File: src/rtl/axi_write_scheduler.sv
`default_nettype none
// ============================================================================
//  Module      : axi_write_scheduler
//  Description : Shares one AXI4 master write path (AW/W/B) among several
//                cache-side requesters. AW is round-robin arbitrated with a
//                grant lock and per-port outstanding limits, W is ordered by
//                AW grant through a small port FIFO, and B is routed back by
//                a port tag prepended to the AXI ID.
//  Revision    : 1.0 - initial release
// ============================================================================
module axi_write_scheduler #(
    parameter  int NUM_PORTS       = 3,
    parameter  int ID_WIDTH        = 4,
    parameter  int AW_DATA_WIDTH   = 64,
    parameter  int W_DATA_WIDTH    = 73,
    parameter  int FIFO_DEPTH      = 4,
    parameter  int MAX_OUTSTANDING = 2,
    localparam int PORT_W          = (NUM_PORTS > 1) ? $clog2(NUM_PORTS) : 1
) (
    input  logic                              clk_i,
    input  logic                              rst_i,
    // requester side
    input  logic [NUM_PORTS-1:0]              req_aw_valid_i,
    output logic [NUM_PORTS-1:0]              req_aw_ready_o,
    input  logic [NUM_PORTS*ID_WIDTH-1:0]     req_aw_id_i,
    input  logic [NUM_PORTS*AW_DATA_WIDTH-1:0] req_aw_data_i,
    input  logic [NUM_PORTS-1:0]              req_w_valid_i,
    output logic [NUM_PORTS-1:0]              req_w_ready_o,
    input  logic [NUM_PORTS-1:0]              req_w_last_i,
    input  logic [NUM_PORTS*W_DATA_WIDTH-1:0] req_w_data_i,
    output logic [NUM_PORTS-1:0]              req_b_valid_o,
    input  logic [NUM_PORTS-1:0]              req_b_ready_i,
    output logic [ID_WIDTH-1:0]               req_b_id_o,
    // master side
    output logic                              mst_aw_valid_o,
    input  logic                              mst_aw_ready_i,
    output logic [ID_WIDTH+PORT_W-1:0]        mst_aw_id_o,
    output logic [AW_DATA_WIDTH-1:0]          mst_aw_data_o,
    output logic                              mst_w_valid_o,
    input  logic                              mst_w_ready_i,
    output logic                              mst_w_last_o,
    output logic [W_DATA_WIDTH-1:0]           mst_w_data_o,
    input  logic                              mst_b_valid_i,
    output logic                              mst_b_ready_o,
    input  logic [ID_WIDTH+PORT_W-1:0]        mst_b_id_i,
    // status
    output logic                              busy_o,
    output logic                              err_o
);

    localparam int PTR_W = $clog2(FIFO_DEPTH);
    localparam int CNT_W = 4;

    localparam logic [CNT_W-1:0]  c_max_out     = CNT_W'(MAX_OUTSTANDING);
    localparam logic [PORT_W:0]   c_num_ports   = (PORT_W+1)'(NUM_PORTS);
    localparam logic [PORT_W-1:0] c_last_port   = PORT_W'(NUM_PORTS - 1);

    localparam logic [0:0] S_IDLE   = 1'b0;
    localparam logic [0:0] S_LOCKED = 1'b1;

    // registered state
    logic [0:0]        r_state;
    logic [PORT_W-1:0] r_lock_port;
    logic [PORT_W-1:0] r_rr_ptr;
    logic [CNT_W-1:0]  r_cnt [NUM_PORTS];
    logic [PORT_W-1:0] r_fifo [FIFO_DEPTH];
    logic [PTR_W:0]    r_wr_ptr;
    logic [PTR_W:0]    r_rd_ptr;
    logic              r_err;

    // combinational
    logic [0:0]        w_state_nxt;
    logic [PORT_W-1:0] w_lock_port_nxt;
    logic [NUM_PORTS-1:0] w_eligible;
    logic              w_pick_found;
    logic [PORT_W-1:0] w_pick_port;
    logic [PORT_W:0]   w_scan;
    logic              w_grant_valid;
    logic [PORT_W-1:0] w_grant_port;
    logic [ID_WIDTH-1:0] w_aw_req_id;
    logic              w_aw_hs;
    logic              w_fifo_empty;
    logic              w_fifo_full;
    logic [PORT_W-1:0] w_fifo_head;
    logic              w_fifo_pop;
    logic [PORT_W-1:0] w_b_tag;
    logic              w_b_tag_ok;
    logic              w_b_hs;
    logic              w_any_cnt;

    assign w_fifo_empty = (r_wr_ptr == r_rd_ptr);
    assign w_fifo_full  = (r_wr_ptr[PTR_W] != r_rd_ptr[PTR_W]) &&
                          (r_wr_ptr[PTR_W-1:0] == r_rd_ptr[PTR_W-1:0]);
    assign w_fifo_head  = r_fifo[r_rd_ptr[PTR_W-1:0]];

    // A port may win AW only if it has room for another outstanding write
    // and the W-order FIFO can record the grant.
    always_comb begin
        w_eligible = '0;
        for (int p = 0; p < NUM_PORTS; p++) begin
            w_eligible[p] = req_aw_valid_i[p] && (r_cnt[p] < c_max_out) && !w_fifo_full;
        end
    end

    // Round-robin search: first eligible port at or after the pointer.
    always_comb begin
        w_pick_found = 1'b0;
        w_pick_port  = '0;
        w_scan       = '0;
        for (int off = 0; off < NUM_PORTS; off++) begin
            w_scan = {1'b0, r_rr_ptr} + (PORT_W+1)'(off);
            if (w_scan >= c_num_ports) begin
                w_scan = w_scan - c_num_ports;
            end
            if (!w_pick_found && w_eligible[w_scan]) begin
                w_pick_found = 1'b1;
                w_pick_port  = w_scan[PORT_W-1:0];
            end
        end
    end

    // AW FSM next state and grant; a stalled grant is locked so the
    // master sees a stable valid/payload until it accepts.
    always_comb begin
        w_state_nxt     = r_state;
        w_lock_port_nxt = r_lock_port;
        w_grant_valid   = 1'b0;
        w_grant_port    = '0;
        case (r_state)
            S_IDLE: begin
                w_grant_valid = w_pick_found;
                w_grant_port  = w_pick_port;
                if (w_pick_found && !mst_aw_ready_i) begin
                    w_state_nxt     = S_LOCKED;
                    w_lock_port_nxt = w_pick_port;
                end
            end
            S_LOCKED: begin
                w_grant_valid = 1'b1;
                w_grant_port  = r_lock_port;
                if (mst_aw_ready_i) begin
                    w_state_nxt = S_IDLE;
                end
            end
            default: begin
                w_state_nxt = S_IDLE;
            end
        endcase
        if (rst_i) begin
            w_grant_valid = 1'b0;
        end
    end

    // AW FSM state register and lock holder.
    always_ff @(posedge clk_i or posedge rst_i) begin
        if (rst_i) begin
            r_state     <= S_IDLE;
            r_lock_port <= '0;
        end else begin
            r_state     <= w_state_nxt;
            r_lock_port <= w_lock_port_nxt;
        end
    end

    // AW payload mux and per-port ready.
    always_comb begin
        mst_aw_data_o  = '0;
        w_aw_req_id    = '0;
        req_aw_ready_o = '0;
        for (int p = 0; p < NUM_PORTS; p++) begin
            if (w_grant_port == PORT_W'(p)) begin
                mst_aw_data_o     = req_aw_data_i[p*AW_DATA_WIDTH +: AW_DATA_WIDTH];
                w_aw_req_id       = req_aw_id_i[p*ID_WIDTH +: ID_WIDTH];
                req_aw_ready_o[p] = w_grant_valid && mst_aw_ready_i;
            end
        end
    end

    assign mst_aw_valid_o = w_grant_valid;
    assign mst_aw_id_o    = {w_grant_port, w_aw_req_id};
    assign w_aw_hs        = w_grant_valid && mst_aw_ready_i;

    // Round-robin pointer moves past the port that just completed AW.
    always_ff @(posedge clk_i or posedge rst_i) begin
        if (rst_i) begin
            r_rr_ptr <= '0;
        end else if (w_aw_hs) begin
            r_rr_ptr <= (w_grant_port == c_last_port) ? '0 : w_grant_port + 1'b1;
        end
    end

    // W mux follows the FIFO head; only the head port sees ready.
    always_comb begin
        mst_w_valid_o = 1'b0;
        mst_w_last_o  = 1'b0;
        mst_w_data_o  = '0;
        req_w_ready_o = '0;
        for (int p = 0; p < NUM_PORTS; p++) begin
            if (w_fifo_head == PORT_W'(p)) begin
                mst_w_valid_o    = !w_fifo_empty && req_w_valid_i[p] && !rst_i;
                mst_w_last_o     = req_w_last_i[p];
                mst_w_data_o     = req_w_data_i[p*W_DATA_WIDTH +: W_DATA_WIDTH];
                req_w_ready_o[p] = !w_fifo_empty && mst_w_ready_i && !rst_i;
            end
        end
    end

    assign w_fifo_pop = mst_w_valid_o && mst_w_ready_i && mst_w_last_o;

    // W-order FIFO: push grant on AW handshake, pop on the last W beat.
    always_ff @(posedge clk_i or posedge rst_i) begin
        if (rst_i) begin
            r_wr_ptr <= '0;
            r_rd_ptr <= '0;
            for (int i = 0; i < FIFO_DEPTH; i++) begin
                r_fifo[i] <= '0;
            end
        end else begin
            if (w_aw_hs) begin
                r_fifo[r_wr_ptr[PTR_W-1:0]] <= w_grant_port;
                r_wr_ptr                    <= r_wr_ptr + 1'b1;
            end
            if (w_fifo_pop) begin
                r_rd_ptr <= r_rd_ptr + 1'b1;
            end
        end
    end

    assign w_b_tag    = mst_b_id_i[ID_WIDTH +: PORT_W];
    assign w_b_tag_ok = ({1'b0, w_b_tag} < c_num_ports);
    assign req_b_id_o = mst_b_id_i[ID_WIDTH-1:0];

    // B routing by tag; an unknown tag is absorbed by the scheduler.
    always_comb begin
        req_b_valid_o = '0;
        mst_b_ready_o = 1'b1;
        for (int p = 0; p < NUM_PORTS; p++) begin
            if (w_b_tag == PORT_W'(p)) begin
                req_b_valid_o[p] = mst_b_valid_i;
                mst_b_ready_o    = req_b_ready_i[p];
            end
        end
        if (rst_i) begin
            req_b_valid_o = '0;
            mst_b_ready_o = 1'b0;
        end
    end

    assign w_b_hs = mst_b_valid_i && mst_b_ready_o;

    // Outstanding counters: AW increments, B decrements (saturating at 0);
    // both on the same port in one cycle cancel out.
    always_ff @(posedge clk_i or posedge rst_i) begin
        if (rst_i) begin
            for (int p = 0; p < NUM_PORTS; p++) begin
                r_cnt[p] <= '0;
            end
        end else begin
            for (int p = 0; p < NUM_PORTS; p++) begin
                if ((w_aw_hs && (w_grant_port == PORT_W'(p))) &&
                    !(w_b_hs && w_b_tag_ok && (w_b_tag == PORT_W'(p)) && (r_cnt[p] != '0))) begin
                    r_cnt[p] <= r_cnt[p] + 1'b1;
                end else if (!(w_aw_hs && (w_grant_port == PORT_W'(p))) &&
                             (w_b_hs && w_b_tag_ok && (w_b_tag == PORT_W'(p)) && (r_cnt[p] != '0))) begin
                    r_cnt[p] <= r_cnt[p] - 1'b1;
                end
            end
        end
    end

    // Sticky error on a response carrying a tag no requester owns.
    always_ff @(posedge clk_i or posedge rst_i) begin
        if (rst_i) begin
            r_err <= 1'b0;
        end else if (mst_b_valid_i && !w_b_tag_ok) begin
            r_err <= 1'b1;
        end
    end

    // Busy whenever any write is unanswered or still owes W data.
    always_comb begin
        w_any_cnt = 1'b0;
        for (int p = 0; p < NUM_PORTS; p++) begin
            w_any_cnt = w_any_cnt | (r_cnt[p] != '0);
        end
    end

    assign busy_o = !rst_i && (w_any_cnt || !w_fifo_empty);
    assign err_o  = r_err;

endmodule
`default_nettype wire

File: config.mk
export PLATFORM = sky130hd
export DESIGN_NAME = axi_write_scheduler
export DESIGN_NICKNAME = d
export VERILOG_FILES = /design/src/rtl/axi_write_scheduler.sv
export SDC_FILE = /design/constraint.sdc
export NUM_CORES = 1
export LEC_CHECK = 0
export CORE_AREA = 10 10 226 228
export DETAILED_ROUTE_END_ITERATION = 10
export DIE_AREA = 0 0 236 238
export PLACE_DENSITY_LB_ADDON = 0.3
export SLEW_MARGIN = 20
export SYNTH_ARGS = -nofsm -noshare
export SYNTH_HDL_FRONTEND = slang
export SYNTH_SLANG_ARGS = --single-unit
File: constraint.sdc
create_clock -name clk_i -period 5.9 [get_ports clk_i]
set_clock_uncertainty 0.15 [all_clocks]
set_input_delay 0.59 -clock clk_i [delete_from_list [all_inputs] [get_ports clk_i]]
set_output_delay 0.59 -clock clk_i [all_outputs]
set_load 0.02 [all_outputs]
[Word level (Yosys, flattened, before mapping)]
Index checks and enable logic that the tools add are counted.
Word-level totals
  register bits: 32
  bits of input ports: 446
  output and inout bits: 162
Operators by class
  add/subtract/negate cells: 14
  $lt $le $gt $ge: 13
  equal/unequal tests: 9
  mux-type cells: 63
  bitwise gates (word level): 5
  reduce and logical (&&, ||, !) cells: 65
Operators with widths (number)
  2-to-1 mux 73 bit: 3
  2-to-1 mux 64 bit: 3
  logical AND 1 bit: 41
  2-to-1 mux 4 bit: 9
  2-to-1 mux 1 bit: 28
  2-to-1 mux 2 bit: 7
  zero test 1 bit: 13
  adder 4 x 1 -> 4 bit (second input constant): 3
  < comparator 4 x 2 -> 1 bit (second input constant): 3
  2-to-1 mux 3 bit: 4
  nonzero test 4 bit: 3
  subtractor 4 x 1 -> 4 bit (second input constant): 3
  < comparator 3 bit (second input constant): 3
  bitwise mux 8 bit: 1
  adder 3 x 1 -> 3 bit (second input constant): 2
  binary-select mux 1 bit (select 2 bit): 3
  equality test 2 x 1 -> 1 bit (second input constant): 3
  equality test 2 bit (second input constant): 3
  greater-or-equal comparator 3 x 2 -> 1 bit (second input constant): 2
  greater-or-equal comparator 3 bit (second input constant): 2
  zero test 2 bit: 3
  NOT 2 -> 3 bit: 2
  nonzero test 2 bit: 3
  subtractor 3 x 2 -> 3 bit (second input constant): 2
  other kinds (18): 20

[Longest topological paths before layout]
  depth after elaboration: 21
  depth in mapped cells: 16
  depth with buffers taken out: 15

[Worst setup path before layout]
OpenSTA, ideal clock, no wires.
  kind: input -> register
  start point: input port req_aw_valid_i[1]
  end point: register r_cnt[7] (netlist bit)
  setup time: 0.125 ns
  data arrival time: 3.724 ns
  setup slack: 1.901 ns
  stages: 14
  buffers on the path: 1
  path through: or4b_1 -> a211o_1 -> or4_1 -> o21ai_2 -> buf_6 -> nor3b_2 -> ha_1 -> inv_1 -> ha_1 -> a21o_1 -> a21oi_1 -> xnor2_1 -> nor2_1 -> xor2_1
On the way
  word-level cells in the longest chain between the ends: 18
  elaborated cells on any way between the ends: 29
  those cells by class: eq/ne: 1; mux: 16; reduce/logical: 12
Ends and longest elaborated chain
  start, declared: RTL line 23  | input logic [NUM_PORTS-1:0] req_aw_valid_i,
  logical AND 1 bit * (2 in a row): RTL line 101  | w_eligible[p] = req_aw_valid_i[p] && (r_cnt[p] < c_max_out) && !w_fifo_full;
  binary-select mux 1 bit (select 2 bit): RTL line 115  | if (!w_pick_found && w_eligible[w_scan]) begin
  2-to-1 mux 1 bit (not written as such): RTL line 115
  2-to-1 mux 1 bit: RTL line 115
  zero test 1 bit: RTL line 115
  logical AND 1 bit: RTL line 115
  2-to-1 mux 1 bit: RTL line 115
  zero test 1 bit: RTL line 115
  logical AND 1 bit: RTL line 115
  2-to-1 mux 1 bit: RTL line 115
  case mux 1 bit (2 select lines): RTL line 129  | case (r_state)
  2-to-1 mux 1 bit: RTL line 149  | if (rst_i) begin
  logical AND 1 bit: RTL line 181  | assign w_aw_hs = w_grant_valid && mst_aw_ready_i;
  logical AND 1 bit *: RTL line 260, 263
  zero test 1 bit: RTL line 263  | end else if (!(w_aw_hs && (w_grant_port == PORT_W'(p))) &&
  logical AND 1 bit: RTL line 263
  nonzero test 2 bit (no source line)
  end signal, assigned by index: RTL line 262  | r_cnt[p] <= r_cnt[p] + 1'b1;
  end signal, assigned by index: RTL line 265  | r_cnt[p] <= r_cnt[p] - 1'b1;
  end, declared: RTL line 65  | logic [CNT_W-1:0] r_cnt [NUM_PORTS];
Mark *: on every way between the ends. The rest lies on a longest branch, timed or not. The select of a mux whose other input is x is not followed.
A chain may end at the register's enable or synchronous reset.

[Worst setup path in the final report]
  start point: input port req_aw_valid_i[1]
  end point: output port mst_aw_data_o[8]
On the way
  word-level cells in the longest chain between the ends: 16
  elaborated cells on any way between the ends: 24
  those cells by class: eq/ne: 2; mux: 15; reduce/logical: 7
Ends and longest elaborated chain
  logical AND 1 bit * (2 in a row): RTL line 101
  binary-select mux 1 bit (select 2 bit): RTL line 115
  2-to-1 mux 1 bit (not written as such): RTL line 115
  2-to-1 mux 1 bit: RTL line 115
  zero test 1 bit: RTL line 115
  logical AND 1 bit: RTL line 115
  2-to-1 mux 1 bit: RTL line 115
  zero test 1 bit: RTL line 115
  logical AND 1 bit: RTL line 115
  2-to-1 mux 2 bit *: RTL line 115
  case mux 2 bit (2 select lines) *: RTL line 129
  zero test 2 bit: RTL line 171  | if (w_grant_port == PORT_W'(p)) begin
  2-to-1 mux 64 bit (2 in a row): RTL line 171
  2-to-1 mux 64 bit *: RTL line 171
  end, declared: RTL line 38  | output logic [AW_DATA_WIDTH-1:0] mst_aw_data_o,
Marked as above.

==> impl_metrics.toml <==
[placement]
place_hpwl_um = 33840
post_dp_cell_area_um2 = 11700
dp.cells = 1842
io_buffers = 599
place_congestion = 0.9080

[min_path]
min_path_cells = 1
hp-class = "reg -> reg"
min_from = "err_o$_DFFE_PP0P_"
hold_path_end = "err_o$_DFFE_PP0P_"

[cts]
clk_latency_ns = 0.27
cts_tree = "yes"
cts_repair_resize_count = 0
ctsHoldBuffers = 0
clk_pin_slew_worst_paths_ns = 0.05
htreeDepth = 2
cts_root_buf = "clkbuf_16"
clockBufferDepth = 2
cts.sinks = 32
post_cts_buffers = 0
cts_made_buffers = 5

[final_layout]
drive_gt1_frac = 0.03781
syn2layout_area_growth_pct = 135.2
fin_util = 0.2563
fin_area_um2 = 11880
finalNetCount = 1707
layoutNonFillerInstCount = 1857

[timing]
rsz0062_at_grt = "false"
worstMarginPinSlew_ns = 0.8789
slew_violations = 0
setup_tns_ns = 0
layout_min_cycle_time_ns = 4.897
period_share = 0.8300
max-slew-margin-rel = 0.4140
hold_violations = 0
fmax_mhz = 204.2
setup_violations = 0

[die]
num_rows = 79
io_pins = 608
dieArea_um2 = 56170
die_w_um = 236
die-height_um = 238
coreArea_um2 = 46360
initial_core_util = 0.1090

[power]
p_leak_nw = 4.009
p_per_area_nw_per_um2 = 387.9
peakVddDrop_v = 0.0001891
p_switching_mw = 2.266
total_power_mw = 4.608
pwr-share-seq = 0.094
intPower_mw = 2.342
p_comb_frac = 0.842
pwr-share-clk = 0.064
swShare = 0.4918

[drt]
viasPerCell = 3.865
ant_nets = 0
routed_wl_um = 38710
dr.first_iter.drc_count = 263
wl_per_cell_um = 20.84
dr.pass1.iters = 4
vias = 7178
route.detailed.drc = 0

[critical_path]
critPathMaxFanout = 18
startpoint_type = "input port"
rr_startpoint = "r_cnt[5]$_DFFE_PP0P_"
rrSetupSlack_ns = 1.60
crit_path_end_kind = "output port"
crit_type = "in -> out"
timing.rr.end = "r_cnt[7]$_DFFE_PP0P_"
r2r_cells = 13
crit_required_ns = 5.16
critical_path_arrival_ns = 4.16

[synthesis]
synth_cell_types = 50
synth.area.top_cells = "mux2i_1 28%, dfrtp_1 16%, nand2_1 12%"
synth_area_per_cell_um2 = 7.472
synth-main-ff-cell = "dfrtp_1"
syn_nets = 1141
yosysWarningCount = 0
synth-edff-count = 0
synth_seq_cells = 32
netlist.area_leader.share = 0.2814
ys_seq_area_frac = 0.1585
yosysMostFrequentCell = "nand2_1"
syn_inst = 676
async_flop_share = 1.000
synth_common_cells = "158 x nand2_1, 142 x mux2i_1, 105 x o21ai_0"
syn_area_um2 = 5051
yosys.area.top_type = "mux2i_1"

[global_routing]
use_met1 = 0.1377
grt_max_degree = 69
gr-usage-met2 = 0.2329
grtUsageMet3 = 0.04125
track_usage = 0.1263
antenna_found_initial = 9
gr-total-overflow = 0
grt.busiest_layer = "met2"
grt_pass1_wl_um = 54230
grt_pass1_vias = 7694

[run_status]
status = "finished, final reports clean"

[flow_run]
max_cap_violations = 0
## sequential cells by signal, indices dropped and copies added, names as in the netlist
register     count
err_o            1
r_cnt           12
r_fifo           8
r_lock_port      2
r_rd_ptr         3
r_rr_ptr         2
r_state          1
r_wr_ptr         3
## cells by family (layout without fill, tap and decap cells)
family | Yosys count | after routing | synth area share
DFF | 32 | 32 | 0.1585
and+or+nand+nor | 210 | 210 | 0.1835
AOI/OAI and AO/OA | 173 | 173 | 0.1818
other | 0 | 7 | 0
buffers and inverters | 65 | 632 | 0.06787
xor gates and xnor gates | 19 | 19 | 0.03295
adders and majority gates | 19 | 19 | 0.05152
muxes | 158 | 158 | 0.3238
## per-stage QoR
stage | worst slack (ns) | hold slack, ns
2_1_floorplan | 1.901 | 0.3002
3_5_place_dp | 1.008 | 0.3081
5_1_grt | 0.8763 | 0.3364
3_3_place_gp | 0.9960 | 0.3058
6_report | 1.003 | 0.3153
4_1_cts | 0.9842 | 0.3210
## worst max-delay path, cell delays in order
cell and delay [ns]:
clkdlybuf4s50_1 0.47, or4b_1 0.46, a211o_1 0.28, or4_1 0.46, o21ai_4 0.61, buf_12 0.26
mux2i_1 0.09, o21ai_0 0.23, clkdlybuf4s50_1 0.68
## layout make-up
type,instances,area [um2]
fillers,5095,34480
well taps,607,759.5
diodes,7,17.52
flip-flops and latches,32,800.8
multi-input cells,579,3943
clock buffers,5,125.1
clock inverters,3,42.54
repair buffers,613,6151
inverters,11,41.29
## power by group through the flow
stage / logic [mW] / clock network (mW) / registers (mW)
final: 3.88 / 0.295 / 0.434
after detailed placement: 3.95 / 0 / 0.439
after global routing: 4.16 / 0.314 / 0.454
after floorplan: 2.10 / 0 / 0.394
after global placement: 3.93 / 0 / 0.435
after CTS: 3.96 / 0.305 / 0.436
## how the worst max path moves through the flow
stage	endpoint	slack [ns]	startpoint	depth (start not counted)
6_report	mst_aw_data_o[8]	1.00	req_aw_valid_i[1]	9
5_1_grt	mst_aw_data_o[5]	0.88	req_aw_valid_i[1]	9
4_1_cts	mst_aw_data_o[50]	0.98	req_aw_valid_i[1]	9
3_5_place_dp	mst_aw_data_o[8]	1.01	req_aw_valid_i[1]	9
3_3_place_gp	mst_aw_data_o[0]	1.0	req_aw_valid_i[1]	9
2_1_floorplan	r_cnt[7]$_DFFE_PP0P_	1.90	req_aw_valid_i[1]	14
## metal layers
metal	vias up	share of wire
met4	4	0.013
met3	20	0.082
li1	3532	-
met1	3270	0.39
met5	-	0.00054
met2	352	0.52
## cells in the final DEF, fill, tap and decap left out, drive strengths merged, types with 2 or more instances in the layout
cell           instances
a21o                   5
a21oi                  4
and2                   2
and3                   2
buf                   14
clkbuf                 5
clkdlybuf4s50        599
dfrtp                 32
diode                  7
fa                     3
ha                    16
inv                   11
mux2                  13
mux2i                142
mux4                   3
nand2                158
nand2b                 2
nand3b                 3
nor2                  13
nor2b                  5
nor3                   5
nor3b                  4
nor4                   4
nor4b                  3
o21ai                151
o22ai                  3
or3                    2
or4                    3
or4b                   3
xnor2                 13
xor2                   6
Power figures use the tool's default switching activity.
